==> src/rtl/alarm_bank.sv <==
// Multi-slot alarm engine: per-slot BCD alarm times, once-per-second match
// detection and a ring/snooze/dismiss controller driving the buzzer/light.
module alarm_bank #(
    parameter int NUM_ALARMS  = 4,
    parameter int RING_SECS   = 60,
    parameter int SNOOZE_SECS = 300,
    parameter int MAX_SNOOZE  = 3,
    localparam int IW  = (NUM_ALARMS > 1) ? $clog2(NUM_ALARMS) : 1,
    localparam int RCW = $clog2(RING_SECS + 1),
    localparam int SCW = $clog2(SNOOZE_SECS + 1),
    localparam int UCW = (MAX_SNOOZE > 0) ? $clog2(MAX_SNOOZE + 1) : 1
) (
    input  logic                  clk_sys,
    input  logic                  rst,
    input  logic                  tick_1hz,
    input  logic [19:0]           cur_time,
    input  logic                  wr_en,
    input  logic [IW-1:0]         wr_idx,
    input  logic [19:0]           wr_time,
    input  logic                  wr_enable,
    input  logic                  wr_oneshot,
    input  logic                  snooze,
    input  logic                  dismiss,
    output logic                  ring,
    output logic                  snoozed,
    output logic [IW-1:0]         ring_idx,
    output logic [NUM_ALARMS-1:0] pending,
    output logic [NUM_ALARMS-1:0] en_mask,
    output logic                  missed,
    output logic                  wr_err
);

    typedef enum logic [1:0] {IDLE, RING, SNOOZE} state_t;

    // Hours 00..23, minutes/seconds 00..59, every digit a decimal digit.
    function automatic logic time_legal(input logic [19:0] t);
        logic [1:0] hh;
        logic [3:0] hl, ml, sl;
        logic [2:0] mh, sh;
        hh = t[19:18]; hl = t[17:14]; mh = t[13:11];
        ml = t[10:7];  sh = t[6:4];   sl = t[3:0];
        return (hh <= 2'd2) && (hl <= 4'd9) && !((hh == 2'd2) && (hl > 4'd3)) &&
               (mh <= 3'd5) && (ml <= 4'd9) && (sh <= 3'd5) && (sl <= 4'd9);
    endfunction

    logic [19:0]           slot_time [NUM_ALARMS];
    logic [NUM_ALARMS-1:0] oneshot;

    state_t                state, state_nx;
    logic [IW-1:0]         ring_idx_nx;
    logic [RCW-1:0]        ring_cnt, ring_cnt_nx;
    logic [SCW-1:0]        sleep_cnt, sleep_cnt_nx;
    logic [UCW-1:0]        used_cnt, used_cnt_nx;
    logic                  missed_nx;

    logic                  wr_ok;
    logic                  abort;
    logic [IW-1:0]         pick_idx;
    logic [NUM_ALARMS-1:0] clr_mask;
    logic [NUM_ALARMS-1:0] match;
    logic [NUM_ALARMS-1:0] pending_nx, en_mask_nx;

    assign wr_ok = wr_en && (int'(wr_idx) < NUM_ALARMS) && time_legal(wr_time);
    // Rewriting the slot that is sounding silences it without counting as missed.
    assign abort = wr_ok && (wr_idx == ring_idx);

    always_comb begin
        match    = '0;
        pick_idx = '0;
        for (int i = NUM_ALARMS - 1; i >= 0; i--) begin
            match[i] = tick_1hz && en_mask[i] && (slot_time[i] == cur_time);
            if (pending[i]) pick_idx = IW'(i);
        end
    end

    always_comb begin
        state_nx     = state;
        ring_idx_nx  = ring_idx;
        ring_cnt_nx  = ring_cnt;
        sleep_cnt_nx = sleep_cnt;
        used_cnt_nx  = used_cnt;
        missed_nx    = 1'b0;
        clr_mask     = '0;
        case (state)
            IDLE: begin
                if (pending != '0) begin
                    state_nx          = RING;
                    ring_idx_nx       = pick_idx;
                    clr_mask[pick_idx] = 1'b1;
                    ring_cnt_nx       = RCW'(RING_SECS);
                    used_cnt_nx       = '0;
                end
            end
            RING: begin
                if (abort || dismiss) begin
                    state_nx = IDLE;
                end else if (snooze) begin
                    if (used_cnt < UCW'(MAX_SNOOZE)) begin
                        state_nx     = SNOOZE;
                        sleep_cnt_nx = SCW'(SNOOZE_SECS);
                        used_cnt_nx  = used_cnt + UCW'(1);
                    end else begin
                        state_nx = IDLE;
                    end
                end else if (tick_1hz) begin
                    if (ring_cnt <= RCW'(1)) begin
                        state_nx  = IDLE;
                        missed_nx = 1'b1;
                    end else begin
                        ring_cnt_nx = ring_cnt - RCW'(1);
                    end
                end
            end
            SNOOZE: begin
                if (abort || dismiss) begin
                    state_nx = IDLE;
                end else if (tick_1hz) begin
                    if (sleep_cnt <= SCW'(1)) begin
                        state_nx    = RING;
                        ring_cnt_nx = RCW'(RING_SECS);
                    end else begin
                        sleep_cnt_nx = sleep_cnt - SCW'(1);
                    end
                end
            end
            default: state_nx = IDLE;
        endcase
    end

    // Service-clear, then fresh matches, then a same-cycle write wins outright.
    always_comb begin
        pending_nx = pending & ~clr_mask;
        en_mask_nx = en_mask;
        for (int i = 0; i < NUM_ALARMS; i++) begin
            if (match[i]) begin
                pending_nx[i] = 1'b1;
                if (oneshot[i]) en_mask_nx[i] = 1'b0;
            end
            if (wr_ok && (wr_idx == IW'(i))) begin
                pending_nx[i] = 1'b0;
                en_mask_nx[i] = wr_enable;
            end
        end
    end

    always_ff @(posedge clk_sys or posedge rst) begin
        if (rst) begin
            for (int i = 0; i < NUM_ALARMS; i++) slot_time[i] <= '0;
            oneshot   <= '0;
            en_mask   <= '0;
            pending   <= '0;
            wr_err    <= 1'b0;
        end else begin
            if (wr_ok) begin
                slot_time[wr_idx] <= wr_time;
                oneshot[wr_idx]   <= wr_oneshot;
            end
            en_mask <= en_mask_nx;
            pending <= pending_nx;
            wr_err  <= wr_en && !wr_ok;
        end
    end

    always_ff @(posedge clk_sys or posedge rst) begin
        if (rst) begin
            state     <= IDLE;
            ring_idx  <= '0;
            ring_cnt  <= '0;
            sleep_cnt <= '0;
            used_cnt  <= '0;
            missed    <= 1'b0;
            ring      <= 1'b0;
            snoozed   <= 1'b0;
        end else begin
            state     <= state_nx;
            ring_idx  <= ring_idx_nx;
            ring_cnt  <= ring_cnt_nx;
            sleep_cnt <= sleep_cnt_nx;
            used_cnt  <= used_cnt_nx;
            missed    <= missed_nx;
            ring      <= (state_nx == RING);
            snoozed   <= (state_nx == SNOOZE);
        end
    end

endmodule

==> config.mk <==
export PLATFORM = sky130hd
export DESIGN_NAME = alarm_bank
export DESIGN_NICKNAME = d
export VERILOG_FILES = /design/src/rtl/alarm_bank.sv
export SDC_FILE = /design/constraint.sdc
export NUM_CORES = 1
export LEC_CHECK = 0
export ABC_AREA = 1
export BUFFER_PORTS_ARGS = -buffer_cell sky130_fd_sc_hd__buf_2
export CELL_PAD_IN_SITES_DETAIL_PLACEMENT = 0
export CELL_PAD_IN_SITES_GLOBAL_PLACEMENT = 1
export CORE_MARGIN = 4
export CORE_UTILIZATION = 40
export DETAILED_ROUTE_END_ITERATION = 8
export PLACE_DENSITY = 0.75
export SLEW_MARGIN = 20
export SYNTH_ARGS = -nofsm -noshare
export SYNTH_HDL_FRONTEND = slang
export SYNTH_SLANG_ARGS = --single-unit
==> constraint.sdc <==
create_clock -name clk_sys -period 3.29 [get_ports clk_sys]
set_input_delay 0.329 -clock clk_sys [delete_from_list [all_inputs] [get_ports clk_sys]]
set_output_delay 0.329 -clock clk_sys [all_outputs]
set_load 0.1 [all_outputs]
Yosys cells after proc, flatten, opt, wreduce, memory -nomap -nowiden

Cells that the tools add are included.

Register bits after elaboration: 117
Output and inout port bits: 14
Bits of input ports: 50
Word-level logic and storage cells: 185

Add/sub/neg operators: 3
Muxes and demuxes: 70
Reduce and logical (&&, ||, !) cells: 50
Bitwise logic cells: 3
Magnitude comparators: 16
Equal/unequal tests: 24

Operators by type and width:

| cell                                                                              | count |
|---|---|
| 80-bit bitwise mux                                                                | 1 |
| 20-bit equality test                                                              | 4 |
| 9-bit 2-to-1 mux                                                                  | 6 |
| 6-bit 2-to-1 mux                                                                  | 8 |
| 20-bit demux with 2-bit select                                                    | 1 |
| 2-bit 2-to-1 mux                                                                  | 17 |
| 1-bit 2-to-1 mux                                                                  | 27 |
| 1-bit logical AND                                                                 | 25 |
| 2-bit inequality test (second input constant)                                     | 11 |
| 20-bit 2-to-1 mux                                                                 | 1 |
| 2-bit nonzero test                                                                | 10 |
| 6-bit case mux with 3 select lines                                                | 1 |
| 9-bit case mux with 2 select lines                                                | 1 |
| 4-bit less-or-equal comparator (second input constant)                            | 3 |
| 2-bit equality test (second input constant)                                       | 5 |
| 2-bit AND reduction                                                               | 5 |
| 9-bit by 1-bit less-or-equal comparator with 1-bit output (second input constant) | 1 |
| 9-bit AND reduction                                                               | 1 |
| 9-bit by 1-bit subtractor with 9-bit output (second input constant)               | 1 |
| 4-bit 2-to-1 mux                                                                  | 2 |
| 7-bit AND reduction                                                               | 1 |
| 2-bit by 1-bit equality test with 1-bit output (second input constant)            | 3 |
| 3-bit less-or-equal comparator (second input constant)                            | 2 |
| 6-bit by 1-bit less-or-equal comparator with 1-bit output (second input constant) | 1 |
| other kinds (23)                                                                  | 28 |

Depth between registers and ports, before layout

Gate-level depths: netlist of the first run.

Word-level depth: 14
Depth in mapped cells: 13
Mapped depth without buffers: 12

Worst setup path after synthesis of the first run

No wires, ideal clock.

Path type: register to register
Start point: register ring_idx[1]
End point: register sleep_cnt[2]
Clock period less this slack: 2,048 ps
Arrival time: 1,931 ps
Stages on the path, launching flop included: 11
Data required time: 3,173 ps
Slack: 1,242 ps
Buffers on the path: 1
Library setup time: 117 ps
Cell sequence: dfrtp_1 > inv_1 > nand2_1 > nand2_1 > nor2_1 > nand4_1 > nand2_1 > nand2_2 > buf_4 > nand4_1 > nand2_1

Word-level cells in the longest chain between the ends: 5
Elaborated cells on any way between the ends: 6
Classes of those cells: eq/ne: 3; reduce/logical: 3

RTL lines:

| item                            | RTL line | source |
|---|---|---|
| start, declared                 | 26       | `output logic [IW-1:0] ring_idx,` |
| start signal, assigned          | 176      | `ring_idx <= ring_idx_nx;` |
| 2-bit equality test *           | 65       | `assign abort = wr_ok && (wr_idx == ring_idx);` |
| 1-bit logical AND *             | 65       |  |
| 1-bit logical OR *              | 95, 115  |  |
| 2-bit inequality test (no line) | -        |  |
| 7-bit AND reduction (no line) * | -        |  |
| end signal, assigned            | 178      | `sleep_cnt <= sleep_cnt_nx;` |
| end, declared                   | 52       | `logic [SCW-1:0] sleep_cnt, sleep_cnt_nx;` |

Mark *: on every way between the ends. The rest lies on a longest branch, timed or not.
A chain may end at the register's enable or synchronous reset.

Worst setup path in the final report of the first run

Start point: register ring_cnt[0]
End point: register ring_cnt[5]

Word-level cells in the longest chain between the ends: 6
Elaborated cells on any way between the ends: 9
Classes of those cells: add/sub: 1; order compare: 1; eq/ne: 1; mux: 5; reduce/logical: 1

RTL lines:

| item                                        | RTL line | source |
|---|---|---|
| start, declared                             | 51       | `logic [RCW-1:0] ring_cnt, ring_cnt_nx;` |
| start signal, assigned                      | 177      | `ring_cnt <= ring_cnt_nx;` |
| 6-bit by 1-bit subtractor with 6-bit output | 110      | `ring_cnt_nx = ring_cnt - RCW'(1);` |
| 6-bit 2-to-1 mux                            | 106      | `if (ring_cnt <= RCW'(1)) begin` |
| 6-bit 2-to-1 mux                            | 105      | `end else if (tick_1hz) begin` |
| 6-bit 2-to-1 mux                            | 97       | `end else if (snooze) begin` |
| 6-bit 2-to-1 mux                            | 95       | `if (abort \|\| dismiss) begin` |
| 6-bit case mux with 3 select lines          | 84       | `case (state)` |

Several ways; a longest one is shown, not always the timed one. The select of a mux whose other input is x is not followed.

==> metrics.txt, run 1 <==
GRT Util Overall=22.0%; Post-Synth Simple-Gate Area=approximately 27%; CP max stage delay=400 ps; TritonCTS Buffers=17; Final Hold Fails=0; skew final=between 5 and 6 ps; Routed Antenna Nets=0; min-delay worst type=input port to async pin; Worst EP required=around 3600 ps; Synth Area in Adders=~1.0%; global-route wire length before repair=29900 um; Leak=between 0.003 and 0.004 uW; Post-Route WL=18800 um; Die W=133 um; IO buf count=63; CTS tree=done; layout cells sized above 1=16.5%; Net Count, Synth=855; Top Ports=64; Avg Vias per Cell=5.21; setup TNS=0 ps; asr flop ratio synth=100%; via count=5659; post-CTS setup buffers=0; post-synthesis mux area share=0%; Critical Path Source Type=flip-flop; Synth Area per Inst=around 7.8 um2; CTS root buffer=clkbuf_16; clk_lat worst skew=410 ps; hold_ws=approximately 66 ps; row cnt=45; IR drop worst, VDD=around 0.34 mV; Chip Height=133 um; Core ar.=15300 um2; DRT iter0 DRCs=between 500 and 600; status=completed; logic gate share of total power=29.0%; worst-path maximum fanout=7; CP endpoint kind=flip-flop; critical path's top delay family=simple AND/OR/NAND/NOR gates; largest family of logic cells by synthesized area=simple AND/OR/NAND/NOR gates; Buf+Inv Stages, Crit Path=1; NumNets Final=920; per-cell routed wire length=17.3 um; initial antenna violation count=0; synth warn=0; highest clock rate=494 MHz; routability congestion estimate=0.893; Crit path top cell by count=nand2_1; Met1 Wirelength=between 9000 and 10000 um; Synth Area in XOR/XNOR=4.08%; clk slew on worst S/H paths=roughly 50 ps; RSZ-0062 raised after global routing=false; Crit Path Category=flip-flop to flip-flop; diode count=0; min cycle time layout=2030 ps; maximum clock path buffer count=2; CTS resizes=0; Internal Power=around 3300 uW; Synth Flop Type=dfrtp_1; CP max-delay cell=dfrtp_1; post-synthesis compound-gate area fraction=12.7%; MaxCap Viol Count=0; Switching Fraction=roughly 37%; mapped cell area=slightly above 6000 um2; NetSw=1910 uW; dpl hpwl=13900 um; Initial Utilization=around 41%; PD cells=716 nW/um2; number of global-route vias before repair=5456; Fillers=~1600; final cycle utilization of the critical path=between 60% and 70%; Synth-to-Final Area Change=16.6%; #FFs+latches synth=117; Clk pwr share=32.1%; relative slew slack=between 40% and 50%; Post-route DRC=0; post-synthesis sequential area ratio=47.0%; sequential group share of total power=39.0%; EDFF count, synth=0; top routing layer used=met4; metal2 WL=7660 um; Congestion Overflow GR=0; Critical Path AT=roughly 2300 ps; die area=17600 um2; Slew Viols, Final=0; clock sink total=117; First-pass DRT Iterations=7; critical-path cell list=inv_1 > ha_1 > o211ai_1 > nand3_1 > nand2_1 > nand2_1 > nor2_2 > nand3_2 > nand2_1 > nand2_1; H-tree depth=4; Synth Instances=800; metal3 WL=1470 um; Final Setup Violations=0; CTS hold repair buffers=0; largest net degree at the start of global routing=approximately 120; synth unique cells=32; Worst-Margin Slew=791 ps
==> sequential cells by signal (all words and copies together) (netlist names), 2 cells and up <==
signal / flops
sleep_cnt: 9
state: 2
used_cnt: 2
oneshot: 4
slot_time: 80
pending: 4
en_mask: 4
ring_idx: 2
ring_cnt: 6
==> path summary, 6_finish.rpt <==
| check | start | to | slack (ps) | cells after the start |
|---|---|---|---|---|
| max | ring_cnt[0] | ring_cnt[5] | 1260 | 10 |
| min | rst | slot_time[57] | 70 | 3 |
| max reg2reg | ring_cnt[0] | ring_cnt[5] | 1260 | 10 |
| min reg2reg | sleep_cnt[1] | sleep_cnt[1] | 470 | 2 |
| max in group asynchronous | rst | sleep_cnt[6] | 2680 | 3 |
| min in group clk_sys | wr_time[0] | slot_time[60] | 170 | 3 |
==> logic make-up (layout without fill, tap and decap cells) <==
group,Yosys count,in the layout
flops,117,117
compound gates,143,143
buf+inv,122,197
simple gates,384,384
xor+xnor,29,29
fa+ha+maj,5,5
==> power by group through the flow <==
stage	Combinational, uW	Sequential, uW	Clock (uW)
detailed placement	1500	2040	0
floorplan	934	2180	0
finish	1510	2030	1670
global route	1700	2070	1750
global placement	1460	2030	0
CTS	1500	2020	1690
==> worst min-delay path, stage by stage <==
cell        delay, ps
buf_2             110
clkinvlp_4         70
buf_12            430
==> cell type report <==
| cell class | count | area, um2 | share of cell area [%] |
|---|---|---|---|
| Tap cell | 211 | 264 | 3.63 |
| Timing Repair Buffer | 67 | 358 | 4.93 |
| Multi-Input combinational cell | 561 | 2800 | 38.6 |
| Clock inverter | 5 | 25.0 | 0.344 |
| Inverter | 101 | 385 | 5.30 |
| Sequential cell | 117 | 2930 | 40.3 |
| Clock buffer | 24 | 502 | 6.91 |
==> layer usage <==
layer,GRT usage [%],vias to the layer above
met5,0,-
met4,8.72,0
met3,5.21,38
met2,30.4,225
met1,33.0,2676
li1,-,2720
==> cell usage in the layout, fill, tap and decap left out, types with 13 or more instances in the layout <==
cell type,instances
nor2_1,54
o21ai_1,16
nand2_1,234
dfrtp_1,117
o21ai_0,86
buf_2,63
inv_1,93
clkbuf_16,17
o21ai_2,13
nand4_1,29
o22ai_1,16
xnor2_1,20
nand3_1,32
==> synth_stat cells, types with 9 or more instances <==
| cell type | count | share of area [%] |
|---|---|---|
| a21oi_1 | 10 | 0.80 |
| clkbuf_1 | 12 | 0.72 |
| dfrtp_1 | 117 | 47 |
| inv_1 | 94 | 5.7 |
| nand2_1 | 234 | 14 |
| nand2_2 | 9 | 0.90 |
| nand3_1 | 32 | 2.6 |
| nand4_1 | 29 | 2.9 |
| nor2_1 | 54 | 3.3 |
| o21ai_0 | 86 | 6.9 |
| o21ai_1 | 16 | 1.3 |
| o21ai_2 | 13 | 1.8 |
| o22ai_1 | 16 | 1.6 |
| or2_2 | 10 | 1.0 |
| xnor2_1 | 20 | 2.8 |
| xor2_1 | 9 | 1.3 |
==> per-stage QoR <==
| stage | worst slack, ps | area (um2) | instances | util, % | total power [uW] |
|---|---|---|---|---|---|
| detailed placement | 1180 | 6740 | 1057 | 44.2 | 3540 |
| CTS | 1280 | 7260 | 1086 | 47.6 | 5220 |
| finish | 1260 | 7260 | 1086 | 47.6 | 5200 |
| global route | 1070 | 7260 | 1086 | 47.6 | 5520 |
| global placement | 1190 | 6740 | 1057 | 44.2 | 3490 |
| floorplan | 1240 | 6240 | 800 | - | 3120 |
No activity file was read; power rests on OpenSTA's default activity.
==> run 2, diff against run 1 <==
Clock period 3.29 ns to 1.81 ns, I/O delays scaled along.
==> metrics.txt, run 2 (same netlist as run 1, synthesis figures left out) <==
GRT Util Overall=21.8% (-0.21 points); CTS root buffer=clkbuf_16; Clk pwr share=35.1% (+3.0 points); Routed Antenna Nets=0 (unchanged); worst-path maximum fanout=6 (-1); RSZ-0062 raised after global routing=true; Final Hold Fails=0 (unchanged); worst setup path endpoint=ring_cnt[1]; TritonCTS Buffers=17 (unchanged); CP endpoint kind=flip-flop; clk slew on worst S/H paths=60 ps (about the same); most frequent cells in the layout=nand2_1, dfrtp_1, inv_1; Largest register FFs=80 (unchanged); logic gate share of total power=28.9% (about the same); Slew Viols, Final=0 (unchanged); per-cell routed wire length=17.0 um (-2.0%); worst hold stages=3; H-tree depth=4 (unchanged); clock sink total=117 (unchanged); First-pass DRT Iterations=5 (-2); Final Setup Violations=0 (unchanged); NetSw=3620 uW (+89%); Worst R2R Path Depth=10 (unchanged); IO buf count=63 (unchanged); Chip Height=133 um (unchanged); Switching Fraction=35.4% (-1.3 points); largest net degree at the start of global routing=66 (-44%); Synth-to-Final Area Change=23.5%; dpl hpwl=14200 um (+2.3%); MaxCap Viol Count=0 (unchanged); Placed Cells=1077 (+1.9%); final cell count without fillers=1124 (+3.5%); number of global-route vias before repair=5392 (-1.2%); CP startpoint=ring_cnt[0]; multi-input logic area=2830 um2 (+0.98%); skew final=7.79 ps (+2.06 ps); NumNets Final=955 (+3.8%); Critical Path Source Type=flip-flop; Post-route DRC=0 (unchanged); routability congestion estimate=0.871 (-2.5%); relative slew slack=62.0% (+15 points); Core ar.=15300 um2 (unchanged); via count=5767 (+1.9%); overall power=10200 uW (+96%); sequential group share of total power=36.0% (-3.0 points); layout cells sized above 1=20.5% (+4.0 points); Die W=133 um (unchanged); Worst-Margin Slew=569 ps (-222 ps); initial antenna violation count=0 (unchanged); DRT iter0 DRCs=574 (+8.9%); Initial Utilization=40.8% (unchanged); final cycle utilization of the critical path=95.2% (+34 points); Fillers=1515 (-2.5%); Leak=0.00382 uW (+5.5%); RR Startpoint=ring_cnt[0]; Reg2Reg Setup Slack=90 ps (-1180 ps); Avg Vias per Cell=5.13 (-1.5%); Seq. cell area=2940 um2 (+0.26%); Congestion Overflow GR=0 (unchanged); r2r endpoint=ring_cnt[1]; global-route wire length before repair=29600 um (-0.85%); min-delay worst type=input port to flip-flop; Top Ports=64 (unchanged); row cnt=45 (unchanged); clk_lat worst skew=410 ps (about the same); Post-Route WL=19100 um (+1.5%); die area=17600 um2 (unchanged); PD cells=1330 nW/um2 (+85%); diode count=0 (unchanged); Crit Path Category=flip-flop to flip-flop; status=completed; biggest registers after layout=slot_time x80, sleep_cnt x9, ring_cnt x6; highest clock rate=580 MHz (+18%); Largest Register=slot_time; Internal Power=6590 uW (+100%); maximum clock path buffer count=2 (unchanged); most common cell after layout, fill and taps aside=nand2_1; CTS tree=done; Worst EP required=2160 ps (-1430 ps); IR drop worst, VDD=0.666 mV (+96%); Critical Path AT=2070 ps (-250 ps); min cycle time layout=1720 ps (-302 ps)
run 2: power groups by stage:
stage                     clock network, uW  registers (uW)  logic [uW]
after floorplan                           0            3970        1700
after global placement                    0            3690        2770
after detailed placement                  0            3710        2810
after CTS                              3630            3670        2840
after global routing                   3750            3750        3300
final                                  3580            3680        2940
run 2: layer usage:
metal  wire, um  vias up  track usage (%)
met5          0        -                0
met4        295        0             6.52
met3       1360       22             4.45
met2       8250      215             31.2
met1       9150     2741             33.2
li1           -     2789                -
run 2: what timing repair did:
action / 4_1_cts / 5_1_grt
resized for setup: 0 / 8
hold endpoints to repair: 121 / 0
hold buffers: 4 / 0
setup buffers: 0 / 11
endpoints found under the setup margin: 0 / 17
run 2: worst min path at each step:
stage                         end  startpoint
floorplan                  wr_err       wr_en
global placement    slot_time[71]         rst
detailed placement  slot_time[51]         rst
CTS                        wr_err       wr_en
global route               wr_err       wr_en
finish                     wr_err       wr_en
run 2: critical path: stages, from the launching register on:
cell,delay [ps]
dfrtp_1,410
inv_2,60
ha_2,190
o211ai_1,280
nand3_1,110
nand2_1,60
nand2_1,80
nor2_4,150
buf_6,130
nand4_1,110
nand2_1,80
run 2: final cells by class:
cell class	count	share of cell area (%)
Inverter	101	5.00
Clock buffer	20	5.80
Clock inverter	12	2.32
Timing Repair Buffer	102	8.56
Sequential cell	117	38.1
Multi-Input combinational cell	561	36.8
Tap cell	211	3.43
run 2: through the flow:
stage / setup TNS (ps) / hold WS (ps) / worst slack, ps / utilization [%] / instance area (um2)
after global placement: -13.1 / 322 / -4.15 / 45.4 / 6920
final: 0 / 26.6 / 86.8 / 50.5 / 7700
after floorplan: 0 / 285 / 51.2 / - / 6240
after CTS: 0 / 9.33 / 60.8 / 49.7 / 7590
after detailed placement: -365 / 323 / -42.6 / 45.4 / 6920
after global routing: -124 / 29.0 / -33.7 / 50.5 / 7700
==> run 3, diff against run 2 <==
Settings changed: PLACE_DENSITY 0.75 to 0.86.
==> metrics.txt, run 3 (same netlist as run 1, synthesis figures left out) <==
status=completed; MaxCap Viol Count=0 (unchanged); skew final=7.27 ps (-0.526 ps); TritonCTS Buffers=17 (unchanged); die area=17600 um2 (unchanged); PD cells=1340 nW/um2 (+1.4%); largest net degree at the start of global routing=118 (+79%); relative slew slack=55.2% (-6.9 points); min-delay worst type=input port to flip-flop; clk_lat worst skew=420 ps (about the same); Congestion Overflow GR=0 (unchanged); CTS root buffer=clkbuf_16; most frequent cells in the layout=nand2_1, dfrtp_1, inv_1; clock sink total=117 (unchanged); biggest registers after layout=slot_time x80, sleep_cnt x9, ring_cnt x6; IR drop worst, VDD=0.761 mV (+14%); most common cell after layout, fill and taps aside=nand2_1; RSZ-0062 raised after global routing=true; initial antenna violation count=0 (unchanged); min cycle time layout=1690 ps (-34.4 ps); dpl ws=-25.7 ps (+16.9 ps); routability congestion estimate=0.938 (+7.7%); Avg Vias per Cell=5.03 (-2.0%); worst-path maximum fanout=6 (unchanged); diode count=0 (unchanged); Worst-Margin Slew=673 ps (+104 ps); Post-route DRC=0 (unchanged); dpl hpwl=13400 um (-5.8%); Post-Route WL=18400 um (-3.3%); Crit Path Category=flip-flop to flip-flop; Slew Viols, Final=0 (unchanged); Layout Cell Area excl Fill=7640 um2 (-0.80%); GRT Util Overall=21.3% (-0.53 points); Routed Antenna Nets=0 (unchanged); highest clock rate=592 MHz (+2.0%); CTS tree=done; H-tree depth=4 (unchanged); Initial Utilization=40.8% (unchanged); NumNets Final=945 (-1.0%); row cnt=45 (unchanged); final cycle utilization of the critical path=93.3% (-1.9 points); Final Hold Fails=0 (unchanged); First-pass DRT Iterations=6 (+1); Worst EP required=2120 ps (-40 ps); overall power=10300 uW (+0.60%); Critical Path AT=2000 ps (-70 ps); setup TNS=0 ps (unchanged); via count=5596 (-3.0%); Final Setup Violations=0 (unchanged); Leak=0.00380 uW (-0.61%); layout cells sized above 1=19.8% (-0.64 points); Post-DP Area=6910 um2 (-0.22%); Top Ports=64 (unchanged); Largest register FFs=80 (unchanged); Synth-to-Final Area Change=22.6%; Chip Height=133 um (unchanged); clk slew on worst S/H paths=50 ps (about the same); maximum clock path buffer count=2 (unchanged); post-layout worst setup margin=121 ps (+34.4 ps); per-cell routed wire length=16.6 um (-2.3%); Largest Register=slot_time; DRT iter0 DRCs=453 (-21%); CP endpoint kind=flip-flop; Core ar.=15300 um2 (unchanged); number of global-route vias before repair=5285 (-2.0%); IO buf count=63 (unchanged); Die W=133 um (unchanged); global-route wire length before repair=29200 um (-1.4%); Critical Path Source Type=flip-flop
## run 3: changes by cell type in the layout (fill, tap and decap cells not counted)
cell	before	now
nand2_2	7	10
clkbuf_8	1	4
nor3_2	1	2
nand2_1	234	232
clkinvlp_4	7	2
buf_4	31	21
nand2_4	2	1
clkinv_2	1	2
nor3_1	3	2
## run 3: metal layers
| layer | track usage [%] | up-vias | share of wire (%) |
|---|---|---|---|
| li1 | - | 2764 | - |
| met1 | 30.5 | 2643 | 47 |
| met2 | 32.3 | 164 | 45 |
| met3 | 4.30 | 25 | 6.1 |
| met4 | 7.10 | 0 | 1.6 |
| met5 | 0 | - | 0 |
## run 3: metrics by stage
step           cells  hold slack [ps]  utilization (%)
6_report        1113             9.09             50.1
4_1_cts         1110            0.278             49.7
3_3_place_gp    1075              424             45.3
2_1_floorplan    800              285                -
5_1_grt         1113             11.0             50.1
3_5_place_dp    1075              429             45.3
## run 3: final timing paths
path	start	end	slack, ps	cells past startpoint
setup / recovery	ring_cnt[0]	ring_cnt[4]	120	10
hold / removal	wr_time[4]	slot_time[4]	9	3
setup reg to reg	ring_cnt[0]	ring_cnt[4]	120	10
hold reg to reg	sleep_cnt[7]	sleep_cnt[7]	480	2
max in group asynchronous	rst	slot_time[23]	800	4
min in group asynchronous	rst	wr_err	470	4
## run 3: power by group
part | total (uW) | internal, uW | switching, uW | leakage, uW
clock | 3640 | 2440 | 1200 | 0.000309
combinational | 2940 | 1050 | 1890 | 0.00200
sequential | 3690 | 3210 | 477 | 0.00149
## run 3: repair_timing
item                                    CTS  global route
buffers inserted                          0             3
resized for setup                         0            10
hold buffers                              4             0
endpoints found under the setup margin    0            15
hold endpoints to repair                 72             0
## run 3: layout make-up
type / instances / area, um2
clock inverters: 8 / 146
multi-input cells: 561 / 2840
fillers: 1514 / 7620
inverters: 101 / 385
flip-flops and latches: 117 / 2940
well taps: 211 / 264
repair buffers: 92 / 584
clock buffers: 23 / 488
## run 3: critical path, cell delays in order (launching register included)
cell and delay (ps):
dfrtp_1 390, inv_2 60, ha_2 190, o211ai_1 250, nand3_1 110, nand2_1 70
nand2_1 80, nor2_4 170, nand3_4 120, nand2_1 90, nand2_1 40
